**src/rtl/nx_indirect_access_arb.sv**
```systemverilog
// rtl/nx_indirect_access_arb.sv - HW/SW arbiter for one shared single-port array
//
// Purpose:
//   Shares a single-port register/memory array between a datapath engine
//   (hw_*) and the software indirect-access controller (sw_*). Hardware has
//   priority. While software waits, hardware gets at most MAX_HW_BURST further
//   accesses before ownership switches. A software grant that is held for
//   SW_TIMEOUT cycles without a yield is revoked, and err_timeout pulses.
//   Every software ownership period ends with one RELEASE cycle in which the
//   array is idle, so a read issued in the last granted cycle can still
//   return to sw_rdat.
//
// Ports:
//   clk, rst_n        clock, asynchronous active-low reset
//   sw_req            controller wants the array (level)
//   grant             controller owns the array
//   yield             controller releases the array (pulse, only while granted)
//   sw_cs/sw_we/sw_add/sw_wdat   SW access, honoured only while granted
//   sw_rdat           SW read data, valid the cycle after the SW read
//   hw_req/hw_we/hw_add/hw_wdat  HW access request
//   hw_ack            HW request accepted this cycle (combinational)
//   hw_rvalid/hw_rdat HW read data, one cycle after the accepted read
//   mem_cs/mem_we/mem_add/mem_wdat/mem_rdat   array port, 1-cycle read latency
//   err_timeout       1-cycle pulse on a forced revoke
module nx_indirect_access_arb #(
  parameter int N_DATA_BITS  = 64,
  parameter int N_ADDR_BITS  = 5,
  parameter int MAX_HW_BURST = 8,
  parameter int SW_TIMEOUT   = 255
) (
  input  logic                   clk,
  input  logic                   rst_n,
  input  logic                   sw_req,
  output logic                   grant,
  input  logic                   yield,
  input  logic                   sw_cs,
  input  logic                   sw_we,
  input  logic [N_ADDR_BITS-1:0] sw_add,
  input  logic [N_DATA_BITS-1:0] sw_wdat,
  output logic [N_DATA_BITS-1:0] sw_rdat,
  input  logic                   hw_req,
  input  logic                   hw_we,
  input  logic [N_ADDR_BITS-1:0] hw_add,
  input  logic [N_DATA_BITS-1:0] hw_wdat,
  output logic                   hw_ack,
  output logic                   hw_rvalid,
  output logic [N_DATA_BITS-1:0] hw_rdat,
  output logic                   mem_cs,
  output logic                   mem_we,
  output logic [N_ADDR_BITS-1:0] mem_add,
  output logic [N_DATA_BITS-1:0] mem_wdat,
  input  logic [N_DATA_BITS-1:0] mem_rdat,
  output logic                   err_timeout
);

  localparam int BURST_W = $clog2(MAX_HW_BURST + 1);
  localparam int HOLD_W  = $clog2(SW_TIMEOUT + 1);
  localparam logic [BURST_W-1:0] BURST_MAX = BURST_W'(MAX_HW_BURST);
  localparam logic [HOLD_W-1:0]  HOLD_MAX  = HOLD_W'(SW_TIMEOUT);

  typedef enum logic [1:0] {
    HW_OWN  = 2'd0,
    SW_OWN  = 2'd1,
    RELEASE = 2'd2
  } state_t;

  state_t               r_state;
  state_t               w_state_nxt;
  logic [BURST_W-1:0]   r_burst_cnt;
  logic [BURST_W-1:0]   w_burst_nxt;
  logic [HOLD_W-1:0]    r_hold_cnt;
  logic [HOLD_W-1:0]    w_hold_nxt;

  // Read-return tracking: one outstanding read, tagged with its owner.
  logic                 r_rd_pend;
  logic                 r_rd_sw;
  logic [N_DATA_BITS-1:0] r_sw_rdat;
  logic [N_DATA_BITS-1:0] r_hw_rdat;

  logic                 w_switch;
  logic                 w_hw_ack;
  logic                 w_timeout;
  logic                 w_sw_sel;
  logic                 w_hw_sel;
  logic                 w_rd_issue;

  // Next-state, counters and access selection.
  always_comb begin
    w_state_nxt = r_state;
    w_burst_nxt = r_burst_cnt;
    w_hold_nxt  = r_hold_cnt;
    w_switch    = 1'b0;
    w_hw_ack    = 1'b0;
    w_timeout   = 1'b0;
    w_sw_sel    = 1'b0;
    w_hw_sel    = 1'b0;

    case (r_state)
      HW_OWN: begin
        w_hold_nxt = '0;
        // SW takes over when HW is idle or has used up its burst allowance.
        w_switch = sw_req & (~hw_req | (r_burst_cnt == BURST_MAX));
        w_hw_ack = hw_req & ~w_switch;
        w_hw_sel = w_hw_ack;
        if (w_switch) begin
          w_state_nxt = SW_OWN;
          w_burst_nxt = '0;
        end else if (!sw_req) begin
          w_burst_nxt = '0;
        end else if (w_hw_ack && (r_burst_cnt != BURST_MAX)) begin
          w_burst_nxt = r_burst_cnt + 1'b1;
        end
      end

      SW_OWN: begin
        w_sw_sel = sw_cs;
        if (r_hold_cnt != HOLD_MAX) begin
          w_hold_nxt = r_hold_cnt + 1'b1;
        end
        // A yield in the timeout cycle wins: it is a clean release.
        if (yield) begin
          w_state_nxt = RELEASE;
        end else if (r_hold_cnt == HOLD_MAX) begin
          w_timeout   = 1'b1;
          w_state_nxt = RELEASE;
        end
      end

      RELEASE: begin
        w_hold_nxt  = '0;
        w_state_nxt = HW_OWN;
      end

      default: begin
        w_state_nxt = HW_OWN;
        w_burst_nxt = '0;
        w_hold_nxt  = '0;
      end
    endcase
  end

  always_ff @(posedge clk or negedge rst_n) begin
    if (!rst_n) begin
      r_state     <= HW_OWN;
      r_burst_cnt <= '0;
      r_hold_cnt  <= '0;
    end else begin
      r_state     <= w_state_nxt;
      r_burst_cnt <= w_burst_nxt;
      r_hold_cnt  <= w_hold_nxt;
    end
  end

  // Array port: at most one of the two selects is active in any cycle.
  assign mem_cs   = w_hw_sel | w_sw_sel;
  assign mem_we   = w_sw_sel ? sw_we   : (w_hw_sel & hw_we);
  assign mem_add  = w_sw_sel ? sw_add  : hw_add;
  assign mem_wdat = w_sw_sel ? sw_wdat : hw_wdat;

  assign w_rd_issue = mem_cs & ~mem_we;

  always_ff @(posedge clk or negedge rst_n) begin
    if (!rst_n) begin
      r_rd_pend <= 1'b0;
      r_rd_sw   <= 1'b0;
      r_sw_rdat <= '0;
      r_hw_rdat <= '0;
    end else begin
      r_rd_pend <= w_rd_issue;
      r_rd_sw   <= w_sw_sel;
      if (r_rd_pend && r_rd_sw) begin
        r_sw_rdat <= mem_rdat;
      end
      if (r_rd_pend && !r_rd_sw) begin
        r_hw_rdat <= mem_rdat;
      end
    end
  end

  // Returning data is forwarded straight from the array in its return cycle
  // and held in the owner's register afterwards.
  assign hw_rvalid   = r_rd_pend & ~r_rd_sw;
  assign sw_rdat     = (r_rd_pend & r_rd_sw) ? mem_rdat : r_sw_rdat;
  assign hw_rdat     = hw_rvalid ? mem_rdat : r_hw_rdat;

  assign grant       = (r_state == SW_OWN);
  assign hw_ack      = w_hw_ack;
  assign err_timeout = w_timeout;

endmodule

```
**config.mk**
```make
export PLATFORM = sky130hd
export DESIGN_NAME = nx_indirect_access_arb
export DESIGN_NICKNAME = d
export VERILOG_FILES = /design/src/rtl/nx_indirect_access_arb.sv
export SDC_FILE = /design/constraint.sdc
export NUM_CORES = 1
export LEC_CHECK = 0
export BUFFER_PORTS_ARGS = -buffer_cell sky130_fd_sc_hd__buf_2
export CAP_MARGIN = 20
export CELL_PAD_IN_SITES_DETAIL_PLACEMENT = 1
export CELL_PAD_IN_SITES_GLOBAL_PLACEMENT = 1
export CORE_AREA = 2 2 158 160
export CTS_BUF_LIST = sky130_fd_sc_hd__clkbuf_16
export DETAILED_ROUTE_END_ITERATION = 6
export DIE_AREA = 0 0 160 162
export PLACE_DENSITY = 0.74
export SYNTH_ARGS = -nofsm -noshare
export SYNTH_HDL_FRONTEND = slang
export SYNTH_SLANG_ARGS = --single-unit
```
**constraint.sdc**
```tcl
create_clock -name clk -period 2 [get_ports clk]
set_clock_uncertainty 0.1 [all_clocks]
set_input_delay 0.5 -clock clk [delete_from_list [all_inputs] [get_ports clk]]
set_output_delay 0.5 -clock clk [all_outputs]
set_load 0.005 [all_outputs]
```
Word level (Yosys, flattened, before mapping)
Index checks and enable logic that the tools add are counted.

Register bits: 144. Bits in writable memories: 0. Latch bits: 0. Bits of input ports: 210. ROM bits: 0. Output and inout bits: 203. Word-level logic and storage cells: 60. Memories kept: 0.

Divide/modulo/power cells: 0. Magnitude comparators: 0. Shift operators: 0. Multipliers: 0. Equal/unequal tests: 10. Mux-type cells: 20. Reduce and logical (&&, ||, !) cells: 8. Bitwise logic cells: 13. Add/sub/neg operators: 2.

Operator list (count): two-way mux 64 bit (3); two-way mux 8 bit (2); two-way mux 4 bit (3); adder 8 x 1 -> 8 bit (second input constant) (1); == test 8 bit (second input constant) (1); inequality test 4 bit (second input constant) (2); inequality test 8 bit (second input constant) (1); case mux 4 bit (2 select lines) (1); AND 1 bit (6); two-way mux 1 bit (6); two-way mux 2 bit (3); two-way mux 5 bit (1); inverter 1 bit (5); adder 4 x 1 -> 4 bit (second input constant) (1); == test 4 bit (second input constant) (1); case mux 2 bit (2 select lines) (1); AND reduction 2 bit (2); logical AND 1 bit (3); inequality test 3 x 1 -> 1 bit (second input constant) (1); == test 2 x 1 -> 1 bit (second input constant) (1); == test 2 bit (second input constant) (1); zero test 2 bit (1); inequality test 2 x 1 -> 1 bit (second input constant) (1); inequality test 2 bit (second input constant) (1); 3 further kinds (4).

Logic depth before layout (Yosys ltp)
Gate-level depths: netlist of the first run.

Word-level depth: 10. Gate-level depth with buffers: 6. Depth with buffers taken out: 5.

Least setup slack after synthesis of the first run
No wires, ideal clock.

Path type: register to output. Start: register r_state[1]. End: output mem_add[0]. Slack: -0.095 ns. Required time: 1.400 ns. Stages on the path, launching flop included: 7. Arrival: 1.495 ns. Cell sequence: dfrtp_1 inv_1 ha_1 nand2_2 inv_4 buf_6 mux2_2.

Word-level cells in the longest chain between the ends: 3.

RTL lines: from (decl) (line 67) `state_t r_state;`; from (signal assigned) (line 148) `r_state <= w_state_nxt;`; == test 2 x 1 -> 1 bit; via grant (line 34) `output logic grant,`; two-way mux 1 bit (line 98) `case (r_state)`; two-way mux 5 bit (line 157) `assign mem_add = w_sw_sel ? sw_add : hw_add;`; to (decl) (line 50) `output logic [N_ADDR_BITS-1:0] mem_add,`.

The timed path passes the listed nets, and every way through them passes these cells.

Final worst setup path of the first run
Start: register r_state[1]. End: output mem_wdat[59].

Word-level cells in the longest chain between the ends: 3.

RTL lines: == test 2 x 1 -> 1 bit (line 98); two-way mux 1 bit (line 98); two-way mux 64 bit (line 158) `assign mem_wdat = w_sw_sel ? sw_wdat : hw_wdat;`; to (decl) (line 51) `output logic [N_DATA_BITS-1:0] mem_wdat,`.

No other way between the ends.

==> metrics.cfg, run 1 <==
[floorplan]
floorplan.die_area_um2=25900
die-width_um=160
chipHeight_um=162
area_inside_the_core_boundary_um2=24100
num_io_pins=413
core.rowCount=57
start_util_pct=27.1

[pwr]
clkPwrFrac_pct=18.1
power.switching_fraction_pct=32.0
power-per-cell-area_nw_per_um2=1470
cell_internal_pwr_mw=11.8
p_total_mw=17.4
share_seq_of_total_power_pct=27.3
p_switching_mw=5.57
irDropWorstVdd_mv=0.629
leakage_nw=5.90
power.share.combinational_pct=54.6

[worst_setup_path]
r2r-end=r_hw_rdat[52]
start_kind=flip-flop
critical_path_required_ns=1.40
cp.arrival_ns=1.93
worstPathMaxFanout=7
timing.rr.start=r_rd_sw
regToRegSetupSlack_ns=0.30
worstSetupEndpointType=output port
timing.setup.critical_path_class=reg -> out
reg2regPathDepth=6

[route]
wire_per_inst_um=23.9
detail_route.iter0.violations=294
detail-route-antenna-nets=0
routed_wirelength_mm=30.7
drt_drc_violations_left=0
vias=5926
detailedRoute.firstPassIterationCount=4
vias_per_cell=4.61

[logic_synthesis]
ys_types=37
ys_ff_latch=144
yosys_warnings=0
synth_top_cell_by_area=sky130_fd_sc_hd__dfrtp_1
seq_area_frac_synth_pct=55.1
synth.top_cells.by_count=197 x sky130_fd_sc_hd__mux2_2, 144 x sky130_fd_sc_hd__dfrtp_1, 13 x sky130_fd_sc_hd__nand2_1
synth_area_leaders=sky130_fd_sc_hd__dfrtp_1 55%, sky130_fd_sc_hd__mux2_2 34%, sky130_fd_sc_hd__buf_6 1.4%
synth.net_count=666
synthCells=451
syn_avg_cell_area_um2=14.5
netlist.area_leader.share_pct=55.1
async_reset_ff_share_pct=100
yosys.cell_count.top_type=sky130_fd_sc_hd__mux2_2
synth_enable_flop_cells=0
post_synth_instance_area_um2=6540
synthFlopType=sky130_fd_sc_hd__dfrtp_1

[clock_tree]
cts.htree.levels=4
cts_inserted_buffers=17
max-clock-path-buffers=2
tritoncts=done
cts_root_buffer=sky130_fd_sc_hd__clkbuf_16
tritoncts_num_sinks=144
cts.clk_slew.worst_paths_ns=0.07
clock_latency_ns=0.42

[place]
port_buffer_count=412
numPlacedInstances=1199
gpl.final_weighted_congestion=0.839
dp_hpwl_mm=21.3

[timing]
worst_slack_ns=-0.534
rsz0062_at_grt=yes
tightestPinTransition_ns=0.352
finalWorstPathRequiredPeriod_ns=2.53
maxSlewHeadroom_pct=76.5
achievable-frequency_ghz=0.395
count_of_final_hold_check_violations=0
hold_ws_ns=0.205
timing_max_transition_violations_final=0
finalCritPeriodShare_pct=127
setup_violations=203

[worst_hold_path]
min-delay-start=sw_we
hold-path-endpoint=r_rd_pend
worst_hold_path_type=in -> reg
cell_count_of_the_worst_hold_path=2

[final_layout]
final_core_util_pct=49.2
area.sequential_um2=3610
final_cells=1286
final_layout_size_suffix_gt1_share_pct=77.7
nFillCells=2529
area.growth.synth_to_final_pct=81.4
final_nets=1160
multi_input_comb_area_um2=3260

[run]
max_cap_viol_count=0

[global_route]
grt_start_max_net_pins=49
grt_pass1_vias=6154
track_usage_pct=20.7
grt_antenna_before_repair=12
grt_remaining_overflow=0
first_pass_grt_wire_length_mm=39.4

[run_status]
failed_checks=negative setup slack
status=finished with violations

==> placed cells by master (no fill, tap or decap), types with 2 or more instances in the layout <==
| cell | instances |
|---|---|
| sky130_fd_sc_hd__a31oi_1 | 3 |
| sky130_fd_sc_hd__buf_12 | 12 |
| sky130_fd_sc_hd__clkinv_8 | 4 |
| sky130_fd_sc_hd__o21bai_1 | 3 |
| sky130_fd_sc_hd__clkbuf_16 | 25 |
| sky130_fd_sc_hd__a221oi_2 | 2 |
| sky130_fd_sc_hd__ha_4 | 2 |
| sky130_fd_sc_hd__dfrtp_1 | 140 |
| sky130_fd_sc_hd__buf_2 | 289 |
| sky130_fd_sc_hd__buf_4 | 42 |
| sky130_fd_sc_hd__mux2_2 | 72 |
| sky130_fd_sc_hd__nor2_1 | 3 |
| sky130_fd_sc_hd__inv_6 | 6 |
| sky130_fd_sc_hd__inv_1 | 7 |
| sky130_fd_sc_hd__mux2_4 | 125 |
| sky130_fd_sc_hd__nand2_1 | 12 |
| sky130_fd_sc_hd__a21oi_1 | 2 |
| sky130_fd_sc_hd__buf_8 | 11 |
| sky130_fd_sc_hd__buf_6 | 130 |
| sky130_fd_sc_hd__buf_16 | 4 |
| sky130_fd_sc_hd__nand3_1 | 8 |
| sky130_fd_sc_hd__nor4_1 | 2 |
| sky130_fd_sc_hd__nand2_4 | 2 |
| sky130_fd_sc_hd__dfrtp_2 | 4 |
| sky130_fd_sc_hd__o21ai_0 | 6 |
| sky130_fd_sc_hd__nor3_1 | 5 |
| sky130_fd_sc_hd__ha_1 | 2 |
| sky130_fd_sc_hd__nand3b_1 | 3 |
| sky130_fd_sc_hd__diode_2 | 4 |
| sky130_fd_sc_hd__nand4_1 | 2 |
| sky130_fd_sc_hd__inv_8 | 4 |
==> registers in the layout (all words and copies together) (netlist names) <==
register	cells
r_burst_cnt	4
r_hold_cnt	8
r_hw_rdat	64
r_rd_pend	1
r_rd_sw	1
r_state	2
r_sw_rdat	64
==> worst max path at each step <==
| stage | from | end | slack (ns) | depth (start not counted) |
|---|---|---|---|---|
| global placement | sw_cs | mem_wdat[44] | -0.13 | 6 |
| global route | r_state[1] | mem_wdat[59] | -0.61 | 8 |
| finish | r_state[1] | mem_wdat[59] | -0.53 | 8 |
| CTS | r_state[1] | mem_wdat[61] | -0.55 | 8 |
| detailed placement | sw_cs | mem_wdat[43] | -0.15 | 6 |
| floorplan | r_state[1] | mem_add[0] | 0.04 | 6 |
==> power by group through the flow <==
stage | Combinational, mW | Clock [mW] | Sequential [mW]
2_1_floorplan | 3.15 | 0 | 4.56
3_3_place_gp | 5.96 | 0 | 4.61
4_1_cts | 7.13 | 3.26 | 4.70
5_1_grt | 10.0 | 3.38 | 4.88
6_report | 9.49 | 3.15 | 4.75
3_5_place_dp | 6.12 | 0 | 4.73
==> metrics by stage <==
step	area, um2	setup slack, ns	TNS, ns
2_1_floorplan	6550	0.0407	0
3_3_place_gp	9240	-0.126	-6.76
3_5_place_dp	9240	-0.153	-7.19
4_1_cts	10400	-0.546	-95.87
5_1_grt	11900	-0.611	-107.89
6_report	11900	-0.534	-92.38
==> routing by layer <==
| metal | track usage, % | vias up | routed length [um] |
|---|---|---|---|
| li1 | - | 2618 | - |
| met4 | 5.73 | 0 | 828 |
| met2 | 38.7 | 281 | 16300 |
| met5 | 0 | - | 0 |
| met1 | 23.6 | 2990 | 11900 |
| met3 | 4.72 | 37 | 1640 |
==> critical path: stages, from the launching register on <==
cell and delay [ns]:
sky130_fd_sc_hd__dfrtp_1 0.39, sky130_fd_sc_hd__inv_2 0.08, sky130_fd_sc_hd__ha_4 0.16, sky130_fd_sc_hd__nand2_4 0.07, sky130_fd_sc_hd__inv_8 0.08, sky130_fd_sc_hd__buf_12 0.13
sky130_fd_sc_hd__clkbuf_16 0.16, sky130_fd_sc_hd__mux2_4 0.32, sky130_fd_sc_hd__buf_6 0.12
==> cells by family (layout without fill, tap and decap cells) <==
family	count (synthesis)	in the layout	share of synthesized area, %
AO/OA/AOI/OAI	23	23	2.56
adder cells (fa/ha/maj)	5	5	0.956
multiplexers	198	198	34.1
buffers and inverters	31	538	3.23
other	0	4	0
AND/OR/NAND/NOR	50	50	4.09
flip-flops	144	144	55.1
==> repair_timing <==
item / in CTS / in global routing
hold endpoints to repair: 31 / 0
resized for setup: 84 / 213
setup endpoints to repair: 203 / 203
hold buffers: 1 / 0
cloned: 3 / 9
setup buffers: 5 / 33
pin swaps: 3 / 3
==> area by class of cell <==
cell class	count	share of cell area, %
Antenna cell	4	0.0844
Clock buffer	17	3.59
Clock inverter	15	1.39
Inverter	9	0.348
Multi-Input combinational cell	276	27.5
Sequential cell	144	30.4
Tap cell	324	3.42
Timing Repair Buffer	497	33.3
Note: power is estimated with default switching activity, not from simulation.
==> inputs of run 2 (changes only) <==
Settings changed: ABC_CLOCK_PERIOD_IN_PS set to 2000, RECOVER_POWER set to 100.
==> metrics.cfg, run 2 (synthesis results as in run 1) <==
[final_layout]
biggestRegsByFlops=r_hw_rdat (64), r_sw_rdat (64), r_hold_cnt (8)
most-common-layout-cells=289 x sky130_fd_sc_hd__buf_2, 140 x sky130_fd_sc_hd__dfrtp_1, 131 x sky130_fd_sc_hd__buf_6, 125 x sky130_fd_sc_hd__mux2_4, 72 x sky130_fd_sc_hd__mux2_2
final_common_cell=sky130_fd_sc_hd__buf_2
final_cells=1286
area.growth.synth_to_final_pct=80.6
final_design_area_no_fill_um2=11800
final_layout_size_suffix_gt1_share_pct=77.5
final_nets=1160

[worst_setup_path]
regToRegSetupSlack_ns=0.30
reg2regPathDepth=6
critical-path-max-stage-delay_ns=0.39
cp.arrival_ns=1.93
timing.setup.critical_path_class=reg -> out
r2r-end=r_hw_rdat[52]
worstSetupEndpointType=output port
worstPathMaxFanout=7
critical_path_cell_sequence=inv_2 -> ha_4 -> nand2_4 -> inv_8 -> buf_12 -> clkbuf_16 -> mux2_4 -> buf_6
critical_path.slowest_cell=sky130_fd_sc_hd__dfrtp_1
critical_path_required_ns=1.40
start_kind=flip-flop
timing.rr.start=r_rd_sw

[run_status]
status=finished with violations
failed_checks=negative setup slack

[place]
port_buffer_count=412
numPlacedInstances=1199
dp_hpwl_mm=21.3
dpl-instance-area_um2=9240
gpl.final_weighted_congestion=0.839

[global_route]
first_pass_grt_wire_length_mm=39.4
grt_start_max_net_pins=49
grt_antenna_before_repair=12
track_usage_pct=20.7
grt_remaining_overflow=0
grt_pass1_vias=6154

[pwr]
leakage_nw=5.89
share_seq_of_total_power_pct=27.3
p_total_mw=17.4
cell_internal_pwr_mw=11.8
irDropWorstVdd_mv=0.628
p_switching_mw=5.57
power-per-cell-area_nw_per_um2=1470
power.share.combinational_pct=54.5
clkPwrFrac_pct=18.2
power.switching_fraction_pct=32.1

[timing]
count_of_final_hold_check_violations=0
achievable-frequency_ghz=0.395
tightestPinTransition_ns=0.836
totalNegativeSetupSlack_ns=-92.48
setup_violations=203
finalWorstPathRequiredPeriod_ns=2.53
finalCritPeriodShare_pct=127
worst_slack_ns=-0.535
rsz0062_at_grt=yes
timing_max_transition_violations_final=0
maxSlewHeadroom_pct=44.3

[worst_hold_path]
hold-path-endpoint=r_rd_pend
min-delay-start=sw_we
cell_count_of_the_worst_hold_path=2
worst_hold_path_type=in -> reg

[floorplan]
start_util_pct=27.1
die-width_um=160
chipHeight_um=162
core.rowCount=57
floorplan.die_area_um2=25900
area_inside_the_core_boundary_um2=24100
num_io_pins=413

[clock_tree]
cts_inserted_buffers=17
clock_latency_ns=0.42
cts.htree.levels=4
cts.clk_slew.worst_paths_ns=0.07
max-clock-path-buffers=2
tritoncts=done
cts_root_buffer=sky130_fd_sc_hd__clkbuf_16
tritoncts_num_sinks=144

[route]
wire_per_inst_um=23.9
drt_drc_violations_left=0
vias=5920
vias_per_cell=4.60
detail-route-antenna-nets=0
detailedRoute.firstPassIterationCount=4
detail_route.iter0.violations=295
routed_wirelength_mm=30.7

[run]
max_cap_viol_count=0

run 2: cell types whose count changed in the layout (fill, tap and decap cells not counted), sizes merged:
cell / delta
buf: -2
clkbuf: +2
run 2: worst max path at each step:
stage	start	to	slack, ns	cells after the start
6_report	r_state[1]	mem_wdat[59]	-0.53	8
5_1_grt	r_state[1]	mem_wdat[59]	-0.61	8
4_1_cts	r_state[1]	mem_wdat[61]	-0.55	8
3_5_place_dp	sw_cs	mem_wdat[43]	-0.15	6
3_3_place_gp	sw_cs	mem_wdat[44]	-0.13	6
2_1_floorplan	r_state[1]	mem_add[0]	0.04	6
run 2: what timing repair did:
item	4_1_cts	5_1_grt
endpoints found under the hold margin	31	0
resized for setup	84	213
gates cloned	3	9
setup endpoints to repair	203	203
buffers inserted	5	33
pin swaps	3	3
hold buffers	1	0
run 2: stage by stage:
stage	setup WS, ns	hold WS, ns	util (%)
after detailed placement	-0.153	0.318	38.3
after floorplan	0.0407	0.104	-
after global placement	-0.126	0.320	38.3
after CTS	-0.546	0.189	43.0
after global routing	-0.611	0.201	49.0
final	-0.535	0.205	49.0
run 2: area by class of cell:
type / instances / area, um2
Antenna cell: 4 / 10.0
Clock buffer: 17 / 425
Clock inverter: 15 / 165
Fill cell: 2538 / 12300
Inverter: 9 / 41.3
Multi-Input combinational cell: 276 / 3240
Sequential cell: 144 / 3610
Tap cell: 324 / 405
Timing Repair Buffer: 497 / 3920
run 2: power groups by stage:
stage               Sequential (mW)  Clock [mW]  Combinational [mW]
floorplan                      4.56           0                3.15
global placement               4.61           0                5.96
detailed placement             4.73           0                6.12
CTS                            4.70        3.26                7.13
global route                   4.87        3.38                10.0
finish                         4.74        3.16                9.48
run 2: critical path: cells and delay by family (launching register included):
kind | cells | cell delay [ns]
buffers and inverters | 5 | 0.57
DFF | 1 | 0.39
muxes | 1 | 0.32
adders and majority gates | 1 | 0.16
and+or+nand+nor | 1 | 0.07
run 2: metal layers:
| metal | routed length (um) | vias to the layer above | global-route usage, % |
|---|---|---|---|
| met4 | 714 | 0 | 5.73 |
| met2 | 16500 | 284 | 38.7 |
| li1 | - | 2621 | - |
| met1 | 11900 | 2978 | 23.6 |
| met3 | 1670 | 37 | 4.72 |
| met5 | 0 | - | 0 |
